[src/rtl/uart_pkg.sv]
// uart_pkg: shared UART constants and TX arbiter state encoding.
// Imported by uart_tx_arbiter and uart_rr_pick.
package uart_pkg;

  localparam int UART_CLK_PER_BIT = 2604;
  localparam int UART_FRAME_BITS  = 10;

  typedef enum logic [1:0] {
    ARB_IDLE = 2'd0,
    ARB_SEND = 2'd1,
    ARB_WAIT = 2'd2
  } arb_state_t;

  // A watchdog shorter than one frame would abort healthy transfers.
  function automatic bit timeout_fits(input int cycles);
    return cycles > UART_FRAME_BITS * UART_CLK_PER_BIT;
  endfunction

endpackage

[src/rtl/uart_rr_pick.sv]
// uart_rr_pick: combinational round-robin picker.
// First set request at or above i_ptr, wrapping; one-hot and index out.
module uart_rr_pick
  import uart_pkg::*;
#(
  parameter int NUM_REQ = 4,
  parameter int IDX_W   = $clog2(NUM_REQ)
) (
  input  logic [NUM_REQ-1:0] i_req,
  input  logic [IDX_W-1:0]   i_ptr,
  output logic [NUM_REQ-1:0] o_onehot,
  output logic [IDX_W-1:0]   o_idx,
  output logic               o_any
);

  // Scan from the pointer upward, wrapping, and keep the first hit.
  always_comb begin : p_pick
    int j;
    logic [IDX_W-1:0] jj;
    o_onehot = '0;
    o_idx    = '0;
    o_any    = 1'b0;
    j        = 0;
    jj       = '0;
    for (int i = 0; i < NUM_REQ; i++) begin
      j  = (int'(i_ptr) + i) % NUM_REQ;
      jj = IDX_W'(j);
      if (!o_any && i_req[jj]) begin
        o_any        = 1'b1;
        o_idx        = jj;
        o_onehot[jj] = 1'b1;
      end
    end
  end

endmodule

[src/rtl/uart_tx_arbiter.sv]
// uart_tx_arbiter: round-robin share of one UART TX with a done watchdog.
// Optional UART_ARB_LOCK_EN keeps the grant for multi-byte messages.
module uart_tx_arbiter
  import uart_pkg::*;
#(
  parameter int NUM_REQ        = 4,
  parameter int BUS_WIDTH      = 8,
  parameter int TIMEOUT_CYCLES = 32768
) (
  input  logic                         i_clk,
  input  logic                         i_rst,
  input  logic [NUM_REQ-1:0]           i_req_valid,
  input  logic [NUM_REQ*BUS_WIDTH-1:0] i_req_data,
`ifdef UART_ARB_LOCK_EN
  input  logic [NUM_REQ-1:0]           i_req_lock,
`endif
  output logic [NUM_REQ-1:0]           o_req_ready,
  output logic [NUM_REQ-1:0]           o_grant,
  output logic [BUS_WIDTH-1:0]         o_tx_bus,
  output logic                         o_tx_start,
  input  logic                         i_tx_done,
  output logic                         o_busy,
  output logic                         o_timeout
);

  localparam int IW = $clog2(NUM_REQ);
  localparam int CW = $clog2(TIMEOUT_CYCLES);
  localparam logic [CW-1:0] CNT_LAST = CW'(TIMEOUT_CYCLES - 1);
  localparam logic [IW-1:0] IDX_LAST = IW'(NUM_REQ - 1);

  if (!timeout_fits(TIMEOUT_CYCLES)) begin : g_bad_timeout
    $error("TIMEOUT_CYCLES must exceed one UART frame");
  end
  if (NUM_REQ < 2 || NUM_REQ > 16) begin : g_bad_num_req
    $error("NUM_REQ must be in 2..16");
  end

  arb_state_t state_q, state_d;

  logic [IW-1:0]        ptr_q, idx_q, ptr_adv;
  logic [IW-1:0]        pick_idx, win_idx;
  logic [NUM_REQ-1:0]   pick_oh, win_oh;
  logic                 pick_any, win_any;
  logic [BUS_WIDTH-1:0] win_data;
  logic [CW-1:0]        cnt_q;
  logic                 done_ev, tout_ev;
  logic                 lock_hit, lock_set;

  uart_rr_pick #(
    .NUM_REQ (NUM_REQ),
    .IDX_W   (IW)
  ) u_pick (
    .i_req    (i_req_valid),
    .i_ptr    (ptr_q),
    .o_onehot (pick_oh),
    .o_idx    (pick_idx),
    .o_any    (pick_any)
  );

`ifdef UART_ARB_LOCK_EN
  logic lock_q;

  assign lock_hit = lock_q & i_req_valid[idx_q];
  assign lock_set = i_req_lock[idx_q] & i_req_valid[idx_q];

  // Remember a held grant at done; a watchdog abort always drops it.
  always_ff @(posedge i_clk) begin
    if (i_rst) begin
      lock_q <= 1'b0;
    end else if (done_ev) begin
      lock_q <= lock_set;
    end else if (tout_ev) begin
      lock_q <= 1'b0;
    end
  end
`else
  assign lock_hit = 1'b0;
  assign lock_set = 1'b0;
`endif

  assign ptr_adv = (idx_q == IDX_LAST) ? '0 : idx_q + 1'b1;

  // Winner: held owner when locked, otherwise the round-robin pick.
  always_comb begin
    win_idx  = pick_idx;
    win_oh   = pick_oh;
    win_any  = pick_any;
    win_data = '0;
    if (lock_hit) begin
      win_idx        = idx_q;
      win_oh         = '0;
      win_oh[idx_q]  = 1'b1;
      win_any        = 1'b1;
    end
    for (int k = 0; k < NUM_REQ; k++) begin
      if (win_idx == IW'(k)) begin
        win_data = i_req_data[k*BUS_WIDTH +: BUS_WIDTH];
      end
    end
  end

  // Next state; done beats the watchdog in the same cycle.
  always_comb begin
    state_d = state_q;
    done_ev = 1'b0;
    tout_ev = 1'b0;
    unique case (state_q)
      ARB_IDLE: begin
        if (win_any) state_d = ARB_SEND;
      end
      ARB_SEND: begin
        state_d = ARB_WAIT;
      end
      ARB_WAIT: begin
        if (i_tx_done) begin
          done_ev = 1'b1;
          state_d = ARB_IDLE;
        end else if (cnt_q == CNT_LAST) begin
          tout_ev = 1'b1;
          state_d = ARB_IDLE;
        end
      end
      default: state_d = ARB_IDLE;
    endcase
  end

  // State register.
  always_ff @(posedge i_clk) begin
    if (i_rst) state_q <= ARB_IDLE;
    else       state_q <= state_d;
  end

  // Registered outputs, pointer, owner index and watchdog counter.
  always_ff @(posedge i_clk) begin
    if (i_rst) begin
      ptr_q       <= '0;
      idx_q       <= '0;
      cnt_q       <= '0;
      o_tx_bus    <= '0;
      o_grant     <= '0;
      o_req_ready <= '0;
      o_tx_start  <= 1'b0;
      o_busy      <= 1'b0;
      o_timeout   <= 1'b0;
    end else begin
      o_tx_start  <= 1'b0;
      o_req_ready <= '0;
      o_timeout   <= tout_ev;
      o_busy      <= (state_d != ARB_IDLE);
      if (state_q == ARB_IDLE && win_any) begin
        idx_q       <= win_idx;
        o_grant     <= win_oh;
        o_tx_bus    <= win_data;
        o_tx_start  <= 1'b1;
        o_req_ready <= win_oh;
      end
      if (state_q == ARB_SEND) begin
        cnt_q <= '0;
      end else if (state_q == ARB_WAIT && cnt_q != '1) begin
        cnt_q <= cnt_q + 1'b1;
      end
      if (done_ev || tout_ev) begin
        o_grant <= '0;
        if (!(done_ev && lock_set)) ptr_q <= ptr_adv;
      end
    end
  end

endmodule

[config.mk]
export PLATFORM = sky130hd
export DESIGN_NAME = uart_tx_arbiter
export DESIGN_NICKNAME = d
export VERILOG_FILES = /design/src/rtl/uart_pkg.sv /design/src/rtl/uart_rr_pick.sv /design/src/rtl/uart_tx_arbiter.sv
export SDC_FILE = /design/constraint.sdc
export NUM_CORES = 1
export LEC_CHECK = 0
export ABC_CLOCK_PERIOD_IN_PS = 3300
export CORE_MARGIN = 2
export CORE_UTILIZATION = 49
export CTS_CLUSTER_DIAMETER = 150
export CTS_CLUSTER_SIZE = 25
export DETAILED_ROUTE_END_ITERATION = 10
export GPL_TIMING_DRIVEN = 0
export HOLD_SLACK_MARGIN = 0.1
export PLACE_DENSITY_LB_ADDON = 0.3
export SLEW_MARGIN = 30
export SYNTH_ARGS = -nofsm -noshare
export SYNTH_HDL_FRONTEND = slang
export SYNTH_SLANG_ARGS = --single-unit
[constraint.sdc]
create_clock -name i_clk -period 3.3 [get_ports i_clk]
set_input_delay 0.825 -clock i_clk [delete_from_list [all_inputs] [get_ports i_clk]]
set_output_delay 0.825 -clock i_clk [all_outputs]
set_load 0.02 [all_outputs]
==> impl_metrics.toml, run 1 <==
[power]
p_sw_share_pct = 30.4
power_frac_comb_pct = 32.2
clock_power_share_pct = 23.9
p_leak_nw = 1.18
cell_internal_pwr_uw = 872
vdd_ir_drop_max_mv = 0.202
pwr-share-seq_pct = 43.9
powerDensity_nw_per_um2 = 417
p_switching_uw = 381

[sta]
setup_slack_ns = 0.220
timing.fmax_mhz = 325
setup_viol = 0
slew_violations = 0
hold_viol_final = 0
finalCritPeriodShare_pct = 93.3
grt_setup_unrepaired = "false"
setup-tns-final_ns = 0
finClkSkew_ns = 0.00909
min_period_ns = 3.08
worst_pin_slew_ns = 0.498
slew_headroom_pct = 66.6

[die]
ios = 58
dieArea_sq_um = 5130
num_rows = 24
die_y_microns = 71.6
coreArea_sq_um = 4380
dieWidth_microns = 71.6
initial_core_util_pct = 51.1

[finish]
area_growth_pct = 34.0
post-route-util_pct = 68.5
antenna_cells = 0
layout_commonest_cell = "clkdlybuf4s50_1"
finalNetCount = 356
fillers = 349
final_layout_size_suffix_gt1_share_pct = 12.1
mostFrequentLayoutCells = "clkdlybuf4s50_1 (56), dfxtp_1 (40), nor2_1 (35)"

[synth]
synth_enable_flop_cells = 0
yosysTopAreaCell = "dfxtp_1"
yosys_warnings = 0
synth-async-reset-ratio_pct = 0
synth.distinct_cells = 45
ys_top_cells_by_area = "dfxtp_1 (36%), mux2i_1 (8.0%), nor2_1 (5.9%), ha_1 (5.6%), mux4_2 (4.0%)"
synth_top_area_share_pct = 35.7
synth_seq_cells = 40
synth_flop_cell = "dfxtp_1"
synth_nets = 287
syn_area_sq_um = 2240
avgSynthCellArea_sq_um = 9.42
yosysSeqAreaShare_pct = 35.7
synthCells = 238

[grt]
grt_antenna_before_repair = 0
grt_pass1_wl_microns = 8390
grt_pass1_vias = 1796
grt_use_total_pct = 20.8
grt_max_degree = 12
grt_overflow_total = 0

[drt]
vias = 1944
wl_per_cell_microns = 13.9
via_per_inst = 5.42
first_pass_iters = 4
postRouteAntennaNets = 0
drt_iter0_drc = 70
totalWireLength_microns = 4980
drt_drc_violations_left = 0

[placement]
dp_slack_ns = 0.00296
place.gp.congestion = 0.793
numPortBuffers = 56
dp_hpwl_microns = 3690

[worst_setup_path]
cp_max_fo = 10
slowest_delay_ns = 0.45
setup.worst_path.end_class = "register"
cp.required_ns = 3.48
crit_buf_inv = 5
criticalPathCategory = "reg2reg"
crit_path_start_kind = "register"
crit_arrival_ns = 3.26
crit_slowest_cell = "a221oi_4"
crit_chain = "buf_4, clkbuf_4, inv_1, ha_1, clkbuf_2, mux4_2, nor3_2, a221oi_4, buf_6, mux2i_1, o2bb2ai_1, o21bai_1"
crit_family = "buffers and inverters"

[clocking]
cts-root-buf = "clkbuf_8"
cts_buffers = 5
clk_path_buf_depth = 2
numClockSinks = 40
cts_max_level = 2
cts_tree = "built"
clk_latency_ns = 0.29
path_clk_slew_ns = 0.07

[run_status]
status = "finished, final reports clean"

[min_path]
hp-class = "reg2reg"

[run]
maxCapViolCount = 0
## registers in the layout, summed over array words and instances, names as in the netlist
name         count
o_timeout        1
ptr_q            2
o_tx_bus         8
o_tx_start       1
state_q          2
o_req_ready      4
idx_q            2
o_grant          4
cnt_q           15
o_busy           1
## worst paths after layout
| check | start | to | slack, ns | depth (start not counted) |
|---|---|---|---|---|
| max | ptr_q[0]$_SDFFE_PP0P_ | o_tx_bus[6]$_SDFFE_PP0N_ | 0.22 | 12 |
| min | cnt_q[14]$_SDFFE_PP0P_ | cnt_q[14]$_SDFFE_PP0P_ | 0.46 | 2 |
| max reg2reg | ptr_q[0]$_SDFFE_PP0P_ | o_tx_bus[6]$_SDFFE_PP0N_ | 0.22 | 12 |
| min reg2reg | cnt_q[14]$_SDFFE_PP0P_ | cnt_q[14]$_SDFFE_PP0P_ | 0.46 | 2 |
## cell type report
type / instances / area (sq um) / share of cell area, %
multi-input combinational: 178 / 1350 / 45.0
tap: 52 / 65.1 / 2.17
timing repair buffer: 62 / 606 / 20.2
buffer: 13 / 76.3 / 2.54
sequential: 40 / 801 / 26.7
inverter: 7 / 26.3 / 0.875
clock inverter: 1 / 5.00 / 0.167
clock buffer: 6 / 72.6 / 2.42
## cell usage after synthesis, types with 5 or more instances
| cell | instances |
|---|---|
| a211oi_1 | 8 |
| a221oi_1 | 6 |
| o2bb2ai_1 | 6 |
| and3_1 | 6 |
| a21oi_1 | 6 |
| nand3_1 | 9 |
| dfxtp_1 | 40 |
| a22oi_1 | 5 |
| o21bai_1 | 6 |
| inv_1 | 5 |
| clkbuf_1 | 5 |
| ha_1 | 10 |
| nor2_1 | 35 |
| o21ai_0 | 6 |
| nand2_1 | 12 |
| mux2i_1 | 18 |
| xor2_1 | 8 |
## what timing repair did
action                     CTS  global route
setup buffers                0             6
hold buffers                 0             0
setup endpoints to repair    0            11
gates resized for setup      0             3
## power groups by stage
stage | clock, mW | sequential (mW) | combinational (mW)
floorplan | 0 | 0.599 | 0.191
CTS | 0.307 | 0.551 | 0.386
detailed placement | 0 | 0.560 | 0.384
global route | 0.328 | 0.556 | 0.437
global placement | 0 | 0.559 | 0.380
finish | 0.300 | 0.550 | 0.403
## logic make-up (layout without fill, tap and decap cells)
kind of cell    after synthesis  after routing  share of synthesized area [%]
mux                          23             23                           12.6
xor+xnor                     12             12                           4.69
simple gates                 78             78                           17.5
compound gates               55             55                           19.5
buf+inv                      20             89                           4.46
fa+ha+maj                    10             10                           5.58
flops                        40             40                           35.7
## worst min-delay path, cell delays in order, from the launching register on
cell     delay [ns]
dfxtp_1        0.32
a41oi_1        0.04
nor2_1         0.07
## stage by stage
stage	cell area, sq um	hold slack (ns)	power, mW	cells
after detailed placement	2870	0.455	0.944	346
after global placement	2870	0.451	0.939	346
after CTS	2950	0.471	1.24	353
after global routing	3000	0.518	1.32	359
after floorplan	2240	0.433	0.789	238
final	3000	0.464	1.25	359
## per-layer routing
metal  routed length (microns)  track usage [%]  vias up
met5                         0                0        -
met4                        62             5.66        0
met3                       352             6.75        6
met2                      2240             32.7       64
met1                      2320             27.7      871
li1                          -                -     1003
(Power assumes the default switching activity.)
==> inputs of run 2 (changes only) <==
Settings changed: GPL_ROUTABILITY_DRIVEN set to 0, HOLD_SLACK_MARGIN 0.1 to 0.12.
==> results of run 2 <==
No change in the layout: final DEF, timing and power equal those of run 1.
